`src/rtl/credit_valid_sender.sv`:
```
// credit_valid_sender: transmit end of a credit/valid link.
// Buffers beats from a local valid/ready source and forwards one beat
// per held credit. The link has no backpressure; credits are the flow control.
module credit_valid_sender #(
  parameter int DATA_WIDTH   = 8,
  parameter int MAX_CREDITS  = 16,
  parameter int INIT_CREDITS = 0,
  parameter int BUF_DEPTH    = 4
) (
  input  logic                               clk,
  input  logic                               rst,
  input  logic                               in_valid,
  output logic                               in_ready,
  input  logic [DATA_WIDTH-1:0]              in_data,
  output logic                               out_valid,
  output logic [DATA_WIDTH-1:0]              out_data,
  input  logic                               credit_in,
  output logic [$clog2(MAX_CREDITS+1)-1:0]   credit_count,
  output logic [$clog2(BUF_DEPTH+1)-1:0]     buf_count,
  output logic                               credit_overflow
);

  localparam int PTR_W = $clog2(BUF_DEPTH);
  localparam int CR_W  = $clog2(MAX_CREDITS+1);
  localparam int CNT_W = $clog2(BUF_DEPTH+1);

  localparam logic [CR_W-1:0]  CR_MAX   = CR_W'(MAX_CREDITS);
  localparam logic [CR_W-1:0]  CR_INIT  = CR_W'(INIT_CREDITS);
  localparam logic [CR_W-1:0]  CR_ONE   = CR_W'(1);
  localparam logic [CNT_W-1:0] CNT_FULL = CNT_W'(BUF_DEPTH);
  localparam logic [CNT_W-1:0] CNT_ONE  = CNT_W'(1);
  localparam logic [PTR_W-1:0] PTR_ONE  = PTR_W'(1);

  logic [DATA_WIDTH-1:0] mem_q [BUF_DEPTH];
  logic [DATA_WIDTH-1:0] mem_d [BUF_DEPTH];
  logic [PTR_W-1:0]      wr_ptr_q, wr_ptr_d;
  logic [PTR_W-1:0]      rd_ptr_q, rd_ptr_d;
  logic [CNT_W-1:0]      buf_count_q, buf_count_d;
  logic [CR_W-1:0]       credit_count_q, credit_count_d;
  logic                  out_valid_q, out_valid_d;
  logic [DATA_WIDTH-1:0] out_data_q, out_data_d;
  logic                  credit_overflow_q, credit_overflow_d;
  logic                  wr, send;

  // Ready comes only from the registered count, so a full buffer never
  // passes a beat straight through in the same cycle.
  assign in_ready = !rst && (buf_count_q < CNT_FULL);
  assign wr       = in_valid && in_ready;
  assign send     = (buf_count_q != '0) && (credit_count_q != '0);

  // Next-state: buffer write, send decision, occupancy and credit bookkeeping
  always_comb begin
    mem_d             = mem_q;
    wr_ptr_d          = wr_ptr_q;
    rd_ptr_d          = rd_ptr_q;
    buf_count_d       = buf_count_q;
    credit_count_d    = credit_count_q;
    out_valid_d       = 1'b0;
    out_data_d        = out_data_q;
    credit_overflow_d = credit_overflow_q;

    if (wr) begin
      mem_d[wr_ptr_q] = in_data;
      wr_ptr_d        = wr_ptr_q + PTR_ONE;
    end

    if (send) begin
      out_valid_d = 1'b1;
      out_data_d  = mem_q[rd_ptr_q];
      rd_ptr_d    = rd_ptr_q + PTR_ONE;
    end

    case ({wr, send})
      2'b10:   buf_count_d = buf_count_q + CNT_ONE;
      2'b01:   buf_count_d = buf_count_q - CNT_ONE;
      default: buf_count_d = buf_count_q;
    endcase

    // A returned credit that lands on a full counter is lost; flag it sticky.
    if (credit_in && !send) begin
      if (credit_count_q == CR_MAX) credit_overflow_d = 1'b1;
      else                          credit_count_d    = credit_count_q + CR_ONE;
    end else if (!credit_in && send) begin
      credit_count_d = credit_count_q - CR_ONE;
    end
  end

  // Control state; reset flushes the buffer and drops any pending beat
  always_ff @(posedge clk) begin
    if (rst) begin
      wr_ptr_q          <= '0;
      rd_ptr_q          <= '0;
      buf_count_q       <= '0;
      credit_count_q    <= CR_INIT;
      out_valid_q       <= 1'b0;
      out_data_q        <= '0;
      credit_overflow_q <= 1'b0;
    end else begin
      wr_ptr_q          <= wr_ptr_d;
      rd_ptr_q          <= rd_ptr_d;
      buf_count_q       <= buf_count_d;
      credit_count_q    <= credit_count_d;
      out_valid_q       <= out_valid_d;
      out_data_q        <= out_data_d;
      credit_overflow_q <= credit_overflow_d;
    end
  end

  // Payload storage needs no reset; pointers and count define validity
  always_ff @(posedge clk) begin
    mem_q <= mem_d;
  end

  assign out_valid       = out_valid_q;
  assign out_data        = out_data_q;
  assign credit_count    = credit_count_q;
  assign buf_count       = buf_count_q;
  assign credit_overflow = credit_overflow_q;

endmodule

```
`config.mk`:
```
export PLATFORM = sky130hd
export DESIGN_NAME = credit_valid_sender
export DESIGN_NICKNAME = d
export VERILOG_FILES = /design/src/rtl/credit_valid_sender.sv
export SDC_FILE = /design/constraint.sdc
export NUM_CORES = 1
export LEC_CHECK = 0
export CAP_MARGIN = 20
export CELL_PAD_IN_SITES_DETAIL_PLACEMENT = 1
export CELL_PAD_IN_SITES_GLOBAL_PLACEMENT = 2
export CORE_AREA = 2 2 92 68
export CTS_BUF_LIST = sky130_fd_sc_hd__clkbuf_2 sky130_fd_sc_hd__clkbuf_4 sky130_fd_sc_hd__clkbuf_8
export CTS_CLUSTER_SIZE = 20
export DETAILED_ROUTE_END_ITERATION = 8
export DIE_AREA = 0 0 94 70
export GPL_TIMING_DRIVEN = 1
export PLACE_DENSITY = 0.92
export SYNTH_ARGS = -nofsm -noshare
export SYNTH_HDL_FRONTEND = slang
export SYNTH_SLANG_ARGS = --single-unit
```
`constraint.sdc`:
```
create_clock -name clk -period 7.1 [get_ports clk]
set_input_delay 2.13 -clock clk [delete_from_list [all_inputs] [get_ports clk]]
set_output_delay 2.13 -clock clk [all_outputs]
set_load 0.005 [all_outputs]
```
==> results of run 1 <==
worst max-delay path: cells and delay by family:
| kind | cells | cell delay, ns |
|---|---|---|
| buffers and inverters | 3 | 1.17 |
| and+or+nand+nor | 1 | 0.27 |
report_power, final:
part	internal [mW]	switching [mW]
clock	0.108	0.0981
sequential	0.387	0.0519
combinational	0.203	0.183
total	0.698	0.333
placed cells by master (no fill, tap or decap), types with 3 or more instances in the layout:
cell type | netlist | routed
nand2_1 | 21 | 21
clkbuf_8 | 0 | 5
nand3_1 | 3 | 3
and3_1 | 5 | 5
clkdlybuf4s50_1 | 0 | 30
xnor2_1 | 3 | 3
edfxtp_1 | 32 | 32
nand2b_1 | 3 | 3
inv_1 | 7 | 7
xor2_1 | 3 | 3
a21oi_1 | 11 | 11
ha_1 | 8 | 8
nor2_1 | 11 | 11
mux4_2 | 8 | 8
dfxtp_1 | 22 | 22
flip-flops by register name, indices dropped and copies added (netlist names):
signal,cells
rd_ptr_q,2
buf_count,3
credit_count,5
credit_overflow,1
wr_ptr_q,2
mem_q,32
out_valid,1
out_data,8
how the worst min path moves through the flow:
stage / start / to / slack (ns) / cells past startpoint
3_5_place_dp: out_data[1]$_SDFFE_PP0P_ / out_data[1]$_SDFFE_PP0P_ / 0.45 / 2
6_report: out_data[1]$_SDFFE_PP0P_ / out_data[1]$_SDFFE_PP0P_ / 0.46 / 2
2_1_floorplan: out_data[0]$_SDFFE_PP0P_ / out_data[0]$_SDFFE_PP0P_ / 0.45 / 2
3_3_place_gp: out_data[6]$_SDFFE_PP0P_ / out_data[6]$_SDFFE_PP0P_ / 0.45 / 2
4_1_cts: out_data[1]$_SDFFE_PP0P_ / out_data[1]$_SDFFE_PP0P_ / 0.46 / 2
5_1_grt: out_data[5]$_SDFFE_PP0P_ / out_data[5]$_SDFFE_PP0P_ / 0.49 / 2
through the flow:
step	total power, mW	instance area, sq um
3_3_place_gp	0.823	2690
4_1_cts	1.04	2800
3_5_place_dp	0.835	2690
6_report	1.03	2800
5_1_grt	1.11	2800
2_1_floorplan	0.694	2320
kinds of logic (layout without fill, tap and decap cells):
kind of cell               count (synthesis)  in the layout  share of synthesized area
AOI/OAI and AO/OA                         22             22                     0.0610
xor gates and xnor gates                   6              6                     0.0227
adders and majority gates                 10             10                     0.0605
buffers and inverters                     16             47                     0.0270
DFF                                       54             54                      0.605
muxes                                     14             14                      0.115
and+or+nand+nor                           53             53                      0.109
layer usage:
layer,vias to the layer above,global-route usage,wire length (um)
met1,688,0.219,2080
met3,6,0.0550,176
met2,23,0.213,2000
li1,689,-,-
met4,0,0.0386,49
met5,-,0,0
layout make-up:
class,instances,share of cell area
Tap cell,78,0.0349
Inverter,8,0.0107
Timing Repair Buffer,31,0.110
Clock buffer,6,0.0273
Multi-Input combinational cell,105,0.304
Sequential cell,54,0.501
Clock inverter,2,0.0121
==> results.py, run 1 <==
metrics = {
    "sta": {
        "rsz0062_at_grt": "no",
        "hold_viol": 0,
        "final.setup.tns_ns": 0,
        "finalCritPeriodShare": 0.806,
        "worst_slack_ns": 1.38,
        "tightest_slew_ns": 0.661,
        "slew_headroom": 0.559,
        "finalSetupViolations": 0,
        "skew_ns": 0.0104,
        "final_max_slew_viol_count": 0,
        "hold_slack_ns": 0.456,
        "timing.fmax_mhz": 175,
        "finalCriticalPeriod_ns": 5.72,
    },
    "place": {
        "gp_congestion": 0.707,
        "dp_hpwl_mm": 3.03,
        "port_buffers": 30,
        "place_ws_ns": 1.38,
        "dp.cells": 276,
    },
    "synthesis": {
        "synth_area_leaders": "edfxtp_1, dfxtp_1, mux4_2, ha_1, nand2_1",
        "yosys.area.top_type": "edfxtp_1",
        "synth_common_cells": "edfxtp_1, dfxtp_1, nand2_1",
        "synth-edff-count": 32,
        "ys.flop_type": "edfxtp_1",
        "ys_seq_area_frac": 0.605,
        "yosys_warnings": 0,
        "synth_top_area_frac": 0.415,
        "synth.avg_cell_area_sq_um": 13.2,
        "netlist_instances": 175,
        "synth_area_sq_um": 2320,
        "syn-num-nets": 197,
        "async_reset_ff_frac": 0,
        "yosysMostFrequentCell": "edfxtp_1",
        "synth_cell_types": 38,
        "synth_seq_cells": 54,
    },
    "global_route": {
        "overflow": 0,
        "grt_first_pass_wirelength_mm": 7.31,
        "grt_start_max_net_pins": 28,
        "track_usage": 0.150,
        "grt_pass1_vias": 1434,
        "grt_antenna_before_repair": 0,
    },
    "final_layout": {
        "drive_gt1_frac": 0.112,
        "finalCoreUtilization": 0.478,
        "multi_input_area_sq_um": 852,
        "area_growth_pct": 20.9,
        "fin_nets": 227,
        "final_cells": 284,
        "nFillCells": 594,
        "n_antenna_cell": 0,
        "regArea_sq_um": 1400,
    },
    "worst_setup_path": {
        "cp-end-kind": "primary output",
        "worstPathArrival_ns": 3.59,
        "critPathKind": "in2out",
        "r2r_start": "credit_count[0]$_SDFFE_PP0P_",
        "crit_slowest_cell": "clkdlybuf4s50_1",
        "rrSetupSlack_ns": 4.27,
        "crit_start": "rst",
        "required_ns": 4.97,
        "critical_path.cell_chain": "clkdlybuf4s50_1 -> buf_4 -> nor2_1 -> clkdlybuf4s50_1",
        "r2r_cells": 8,
        "start_kind": "primary input",
        "slowest_delay_ns": 0.56,
        "crit_path_end": "in_ready",
        "crit_top_cell": "clkdlybuf4s50_1",
        "critPathMaxFanout": 27,
        "reg2reg_to": "credit_count[3]$_SDFFE_PP0P_",
    },
    "clock_network": {
        "cts_sinks": 54,
        "cts_made_buffers": 5,
        "cts_tree": "built",
        "cts_resized": 0,
        "clockRootBuffer": "clkbuf_8",
        "post-cts-setup-buffers": 0,
        "insertion_delay_ns": 0.32,
        "htreeDepth": 2,
        "clk_pin_slew_ns": 0.09,
        "cts_hold_buf": 0,
        "clock_path_buffers": 2,
    },
    "status": {
        "status": "completed",
    },
    "floorplan": {
        "die_w_um": 94,
        "coreArea_sq_um": 5860,
        "ios": 31,
        "rows": 24,
        "start_util": 0.396,
        "dieArea_sq_um": 6580,
        "die_h_um": 70,
    },
    "detailed_routing": {
        "via_per_inst": 4.95,
        "wirelength_mm": 4.31,
        "routedWlPerCell_um": 15.2,
        "ant_nets": 0,
        "vias": 1406,
        "drtPass1Iterations": 4,
        "drc_errors": 0,
        "first_iter_violations": 64,
    },
    "power": {
        "p_per_area_nw_per_um2": 368,
        "p_leak_nw": 0.974,
        "ir_worst_vdd_uv": 145,
    },
    "flow_run": {
        "cap_violations": 0,
    },
    "hold_path": {
        "hp-class": "reg2reg",
    },
}
No activity file was read; power rests on OpenSTA's default activity.
==> run 2: changes to the inputs <==
CORE_AREA = 2 2 101 74   (was 2 2 92 68)
DIE_AREA = 0 0 103 76   (was 0 0 94 70)
PLACE_DENSITY = 0.82   (was 0.92)
clock period = 4.8 ns   (was 7.1 ns; I/O delays follow)
==> run 2 against run 1 <==
  * Register-to-register slack worse by 2.4 ns
  * Non-clock buffer count did not move
  * Setup slack lost 0.84 ns
  * Sequential cell count stayed put
  * Cell area unchanged
  * First-iteration DRC count fell by 23%
  * Sequential power grew 48%
  * Global-route usage is 1.7 points lower
  * Routed wire length is 9.9% higher
  * Clock power increased by 21%
  * Hold slack improved by 0.0017 ns
  * Clock-buffer cell count unchanged
  * Highest routed layer unchanged
==> results.py, run 2 (synthesis results as in run 1) <==
metrics = {
    "worst_setup_path": {
        "r2r_start": "credit_count[0]$_SDFFE_PP0P_",
        "required_ns": 3.36,
        "cp-end-kind": "primary output",
        "reg2reg_to": "buf_count[2]$_SDFFE_PP0P_",
        "crit_slowest_cell": "clkdlybuf4s50_1",
        "slowest_delay_ns": 0.58,
        "r2r_cells": 9,
        "crit_start": "rst",
        "rrSetupSlack_ns": 1.85,
        "worstPathArrival_ns": 2.82,
        "crit_top_cell": "clkdlybuf4s50_1",
        "critPathMaxFanout": 6,
        "start_kind": "primary input",
        "critical_path.cell_chain": "clkdlybuf4s50_1 -> nor2_1 -> clkdlybuf4s50_1",
        "critPathKind": "in2out",
        "crit_path_end": "in_ready",
    },
    "final_layout": {
        "layout_commonest_cell": "edfxtp_1",
        "layout_common_cells": "edfxtp_1, clkdlybuf4s50_1, dfxtp_1",
        "drive_gt1_frac": 0.112,
        "largest_reg_flops": 32,
        "area_growth_pct": 20.9,
        "nFillCells": 748,
        "n_antenna_cell": 0,
        "fin_nets": 227,
        "design_area_sq_um": 2800,
        "top_register": "mem_q",
    },
    "sta": {
        "final.setup.tns_ns": 0,
        "finalSetupViolations": 0,
        "hold_slack_ns": 0.458,
        "slew_headroom": 0.517,
        "tightest_slew_ns": 0.723,
        "finalCritPeriodShare": 0.887,
        "rsz0062_at_grt": "no",
        "finalCriticalPeriod_ns": 4.26,
        "hold_viol": 0,
        "timing.fmax_mhz": 235,
        "final_max_slew_viol_count": 0,
        "skew_ns": 0.00745,
    },
    "clock_network": {
        "post-cts-setup-buffers": 0,
        "insertion_delay_ns": 0.31,
        "clockRootBuffer": "clkbuf_8",
        "clock_path_buffers": 2,
        "cts_tree": "built",
        "clk_pin_slew_ns": 0.09,
        "cts_resized": 0,
        "htreeDepth": 2,
        "cts_sinks": 54,
        "cts_hold_buf": 0,
        "cts_made_buffers": 5,
    },
    "global_route": {
        "grt_first_pass_wirelength_mm": 7.75,
        "overflow": 0,
        "grt_start_max_net_pins": 27,
        "track_usage": 0.133,
        "grt_pass1_vias": 1440,
        "grt_antenna_before_repair": 0,
    },
    "status": {
        "status": "completed",
    },
    "power": {
        "p_sw_frac": 0.337,
        "p_comb_frac": 0.390,
        "seq_power_share": 0.440,
        "power_switching_mw": 0.498,
        "clkPwrFrac": 0.169,
        "ir_worst_vdd_uv": 165,
        "p_leak_nw": 0.964,
        "fin_total_pwr_mw": 1.48,
        "internal_power_mw": 0.978,
        "p_per_area_nw_per_um2": 528,
    },
    "detailed_routing": {
        "vias": 1424,
        "ant_nets": 0,
        "via_per_inst": 4.68,
        "drtPass1Iterations": 4,
        "routedWlPerCell_um": 15.6,
        "drc_errors": 0,
        "wirelength_mm": 4.73,
        "first_iter_violations": 49,
    },
    "floorplan": {
        "coreArea_sq_um": 6960,
        "die_h_um": 76,
        "dieArea_sq_um": 7830,
        "die_w_um": 103,
        "start_util": 0.333,
        "ios": 31,
        "rows": 26,
    },
    "place": {
        "dp_hpwl_mm": 3.31,
        "placed_area_sq_um": 2710,
        "port_buffers": 30,
        "gp_congestion": 0.774,
    },
    "hold_path": {
        "hp-class": "reg2reg",
    },
    "flow_run": {
        "cap_violations": 0,
    },
}
[run 2: cell types whose count changed in the layout (fill, tap and decap cells not counted), sizes merged]
cell / change
clkinv: +1
bufinv: -1
[run 2: layout make-up]
cell class	instances	area [sq um]	area share
repair buffers	31	308	0.110
clock buffers	6	76.3	0.0273
flip-flops and latches	54	1400	0.501
well taps	98	123	0.0438
multi-input cells	105	852	0.304
inverters	8	30.0	0.0107
clock inverters	2	8.76	0.00313
[run 2: worst min-delay path by stage]
stage                                         from  slack, ns                       end  cells past startpoint
after floorplan           out_data[0]$_SDFFE_PP0P_       0.45  out_data[0]$_SDFFE_PP0P_                      2
after global placement    out_data[3]$_SDFFE_PP0P_       0.45  out_data[3]$_SDFFE_PP0P_                      2
after detailed placement  out_data[4]$_SDFFE_PP0P_       0.45  out_data[4]$_SDFFE_PP0P_                      2
after CTS                 out_data[4]$_SDFFE_PP0P_       0.46  out_data[4]$_SDFFE_PP0P_                      2
after global routing      out_data[4]$_SDFFE_PP0P_       0.47  out_data[4]$_SDFFE_PP0P_                      2
final                     out_data[4]$_SDFFE_PP0P_       0.46  out_data[4]$_SDFFE_PP0P_                      2
[run 2: power groups by stage]
stage          clock network, mW  logic [mW]  registers, mW
2_1_floorplan                  0       0.392          0.635
6_report                   0.250       0.577          0.650
4_1_cts                    0.260       0.586          0.654
3_5_place_dp                   0       0.581          0.665
3_3_place_gp                   0       0.566          0.659
5_1_grt                    0.276       0.642          0.667
[run 2: worst max-delay path: cells and delay by family]
| kind | cells | cell delay [ns] |
|---|---|---|
| and+or+nand+nor | 1 | 0.32 |
| buffers and inverters | 2 | 1.06 |
[run 2: through the flow]
step / setup slack [ns] / util / cells
3_5_place_dp: 0.570 / 0.390 / 296
3_3_place_gp: 0.570 / 0.390 / 296
6_report: 0.541 / 0.402 / 304
5_1_grt: 0.453 / 0.402 / 304
4_1_cts: 0.553 / 0.402 / 304
2_1_floorplan: 1.54 / - / 175
[run 2: layer usage]
metal | vias to the layer above | global-route usage | part of all wire
met4 | 0 | 0.0434 | 0.013
met3 | 7 | 0.0367 | 0.036
met1 | 702 | 0.195 | 0.51
li1 | 693 | - | -
met5 | - | 0 | 0
met2 | 22 | 0.191 | 0.44
==> run 3: changes to the inputs <==
clock period = 3.5 ns   (was 4.8 ns; I/O delays follow)
==> run 3 against run 2 <==
  * Die area stayed put
  * Via count stayed put
  * Power is 40% higher
  * Core utilization is 0.41 points higher
  * Critical path type unchanged
  * Largest power group unchanged
==> results.py, run 3 (synthesis results as in run 1) <==
metrics = {
    "status": {
        "status": "completed",
    },
    "worst_setup_path": {
        "crit_slowest_cell": "clkdlybuf4s50_1",
        "slowest_delay_ns": 0.55,
        "critPathKind": "in2out",
        "critical_path.cell_chain": "clkdlybuf4s50_1 -> nor2_1 -> clkdlybuf4s50_1",
        "cp-end-kind": "primary output",
        "required_ns": 2.45,
        "critPathMaxFanout": 3,
        "worstPathArrival_ns": 2.32,
        "start_kind": "primary input",
        "crit_top_cell": "clkdlybuf4s50_1",
    },
    "place": {
        "dp.cells": 299,
        "port_buffers": 30,
        "dp_hpwl_mm": 3.46,
        "gp_congestion": 0.723,
    },
    "clock_network": {
        "insertion_delay_ns": 0.31,
        "cts_sinks": 54,
        "htreeDepth": 2,
        "cts_tree": "built",
        "clock_path_buffers": 2,
        "post-cts-setup-buffers": 0,
        "clk_pin_slew_ns": 0.08,
        "cts_resized": 0,
        "cts_hold_buf": 0,
        "clockRootBuffer": "clkbuf_8",
        "cts_made_buffers": 5,
    },
    "floorplan": {
        "start_util": 0.333,
        "die_w_um": 103,
        "coreArea_sq_um": 6960,
        "rows": 26,
        "ios": 31,
        "die_h_um": 76,
        "dieArea_sq_um": 7830,
    },
    "detailed_routing": {
        "drtPass1Iterations": 4,
        "via_per_inst": 4.64,
        "routedWlPerCell_um": 15.8,
        "first_iter_violations": 46,
        "ant_nets": 0,
        "wirelength_mm": 4.84,
        "vias": 1424,
        "drc_errors": 0,
    },
    "final_layout": {
        "area_growth_pct": 22.1,
        "final_cells": 307,
        "nFillCells": 775,
        "largest_reg_flops": 32,
        "top_register": "mem_q",
        "layout_commonest_cell": "edfxtp_1",
        "drive_gt1_frac": 0.129,
        "finalCoreUtilization": 0.406,
        "layout_common_cells": "edfxtp_1, clkdlybuf4s50_1, dfxtp_1",
        "n_antenna_cell": 0,
        "fin_nets": 230,
    },
    "power": {
        "p_leak_nw": 0.982,
        "clkPwrFrac": 0.174,
        "seq_power_share": 0.431,
        "ir_worst_vdd_uv": 293,
        "power_switching_mw": 0.688,
        "p_per_area_nw_per_um2": 730,
        "internal_power_mw": 1.38,
        "p_comb_frac": 0.394,
        "p_sw_frac": 0.333,
    },
    "global_route": {
        "track_usage": 0.137,
        "grt_start_max_net_pins": 27,
        "grt_pass1_vias": 1549,
        "grt_first_pass_wirelength_mm": 7.96,
        "grt_antenna_before_repair": 0,
        "overflow": 0,
    },
    "sta": {
        "rsz0062_at_grt": "no",
        "finalSetupViolations": 0,
        "slew_headroom": 0.542,
        "final_max_slew_viol_count": 0,
        "hold_viol": 0,
        "finalCritPeriodShare": 0.964,
        "skew_ns": 0.00855,
        "timing.fmax_mhz": 296,
        "tightest_slew_ns": 0.687,
        "finalCriticalPeriod_ns": 3.37,
        "final.setup.tns_ns": 0,
    },
    "flow_run": {
        "cap_violations": 0,
    },
    "hold_path": {
        "hp-class": "reg2reg",
    },
}
run 3: cell types whose count changed in the layout (fill, tap and decap cells not counted):
cell | previous run | this run
clkinv_1 | 1 | 0
clkinv_2 | 1 | 0
buf_4 | 1 | 4
clkbuf_4 | 1 | 3
run 3: worst max-delay path, delay by kind of cell:
family / cells / cell delay, ns
buffers and inverters: 2 / 1.04
AND/OR/NAND/NOR: 1 / 0.23
run 3: cell type report:
type,instances,area (sq um),area share
flip-flops and latches,54,1400,0.496
multi-input cells,105,852,0.301
repair buffers,34,330,0.117
well taps,98,123,0.0434
clock buffers,8,91.3,0.0323
inverters,8,30.0,0.0106
run 3: worst paths after layout:
check                                             startpoint                   endpoint  slack (ns)  cells past startpoint
worst max-delay path                                     rst                   in_ready        0.13                      3
worst min-delay path                out_data[5]$_SDFFE_PP0P_   out_data[5]$_SDFFE_PP0P_        0.46                      2
worst max register to register  credit_count[0]$_SDFFE_PP0P_  buf_count[2]$_SDFFE_PP0P_        0.68                      9
worst min register to register      out_data[5]$_SDFFE_PP0P_   out_data[5]$_SDFFE_PP0P_        0.46                      2
run 3: metrics by stage:
stage / instance area, sq um / hold slack (ns) / setup slack (ns) / power, mW
finish: 2830 / 0.458 / 0.127 / 2.06
global route: 2830 / 0.484 / 0.0551 / 2.22
CTS: 2830 / 0.462 / 0.132 / 2.09
detailed placement: 2740 / 0.449 / 0.150 / 1.73
global placement: 2740 / 0.445 / 0.135 / 1.70
floorplan: 2320 / 0.453 / 0.632 / 1.41
run 3: power by group through the flow:
stage	Clock [mW]	Combinational, mW	Sequential [mW]
6_report	0.360	0.814	0.890
5_1_grt	0.398	0.907	0.911
4_1_cts	0.369	0.826	0.896
3_5_place_dp	0	0.823	0.911
3_3_place_gp	0	0.794	0.903
2_1_floorplan	0	0.537	0.871
run 3: metal layers:
layer	global-route usage	up-vias	part of all wire
li1	-	696	-
met1	0.192	699	0.50
met2	0.207	22	0.46
met3	0.0339	7	0.031
met4	0.0447	0	0.014
met5	0	-	0
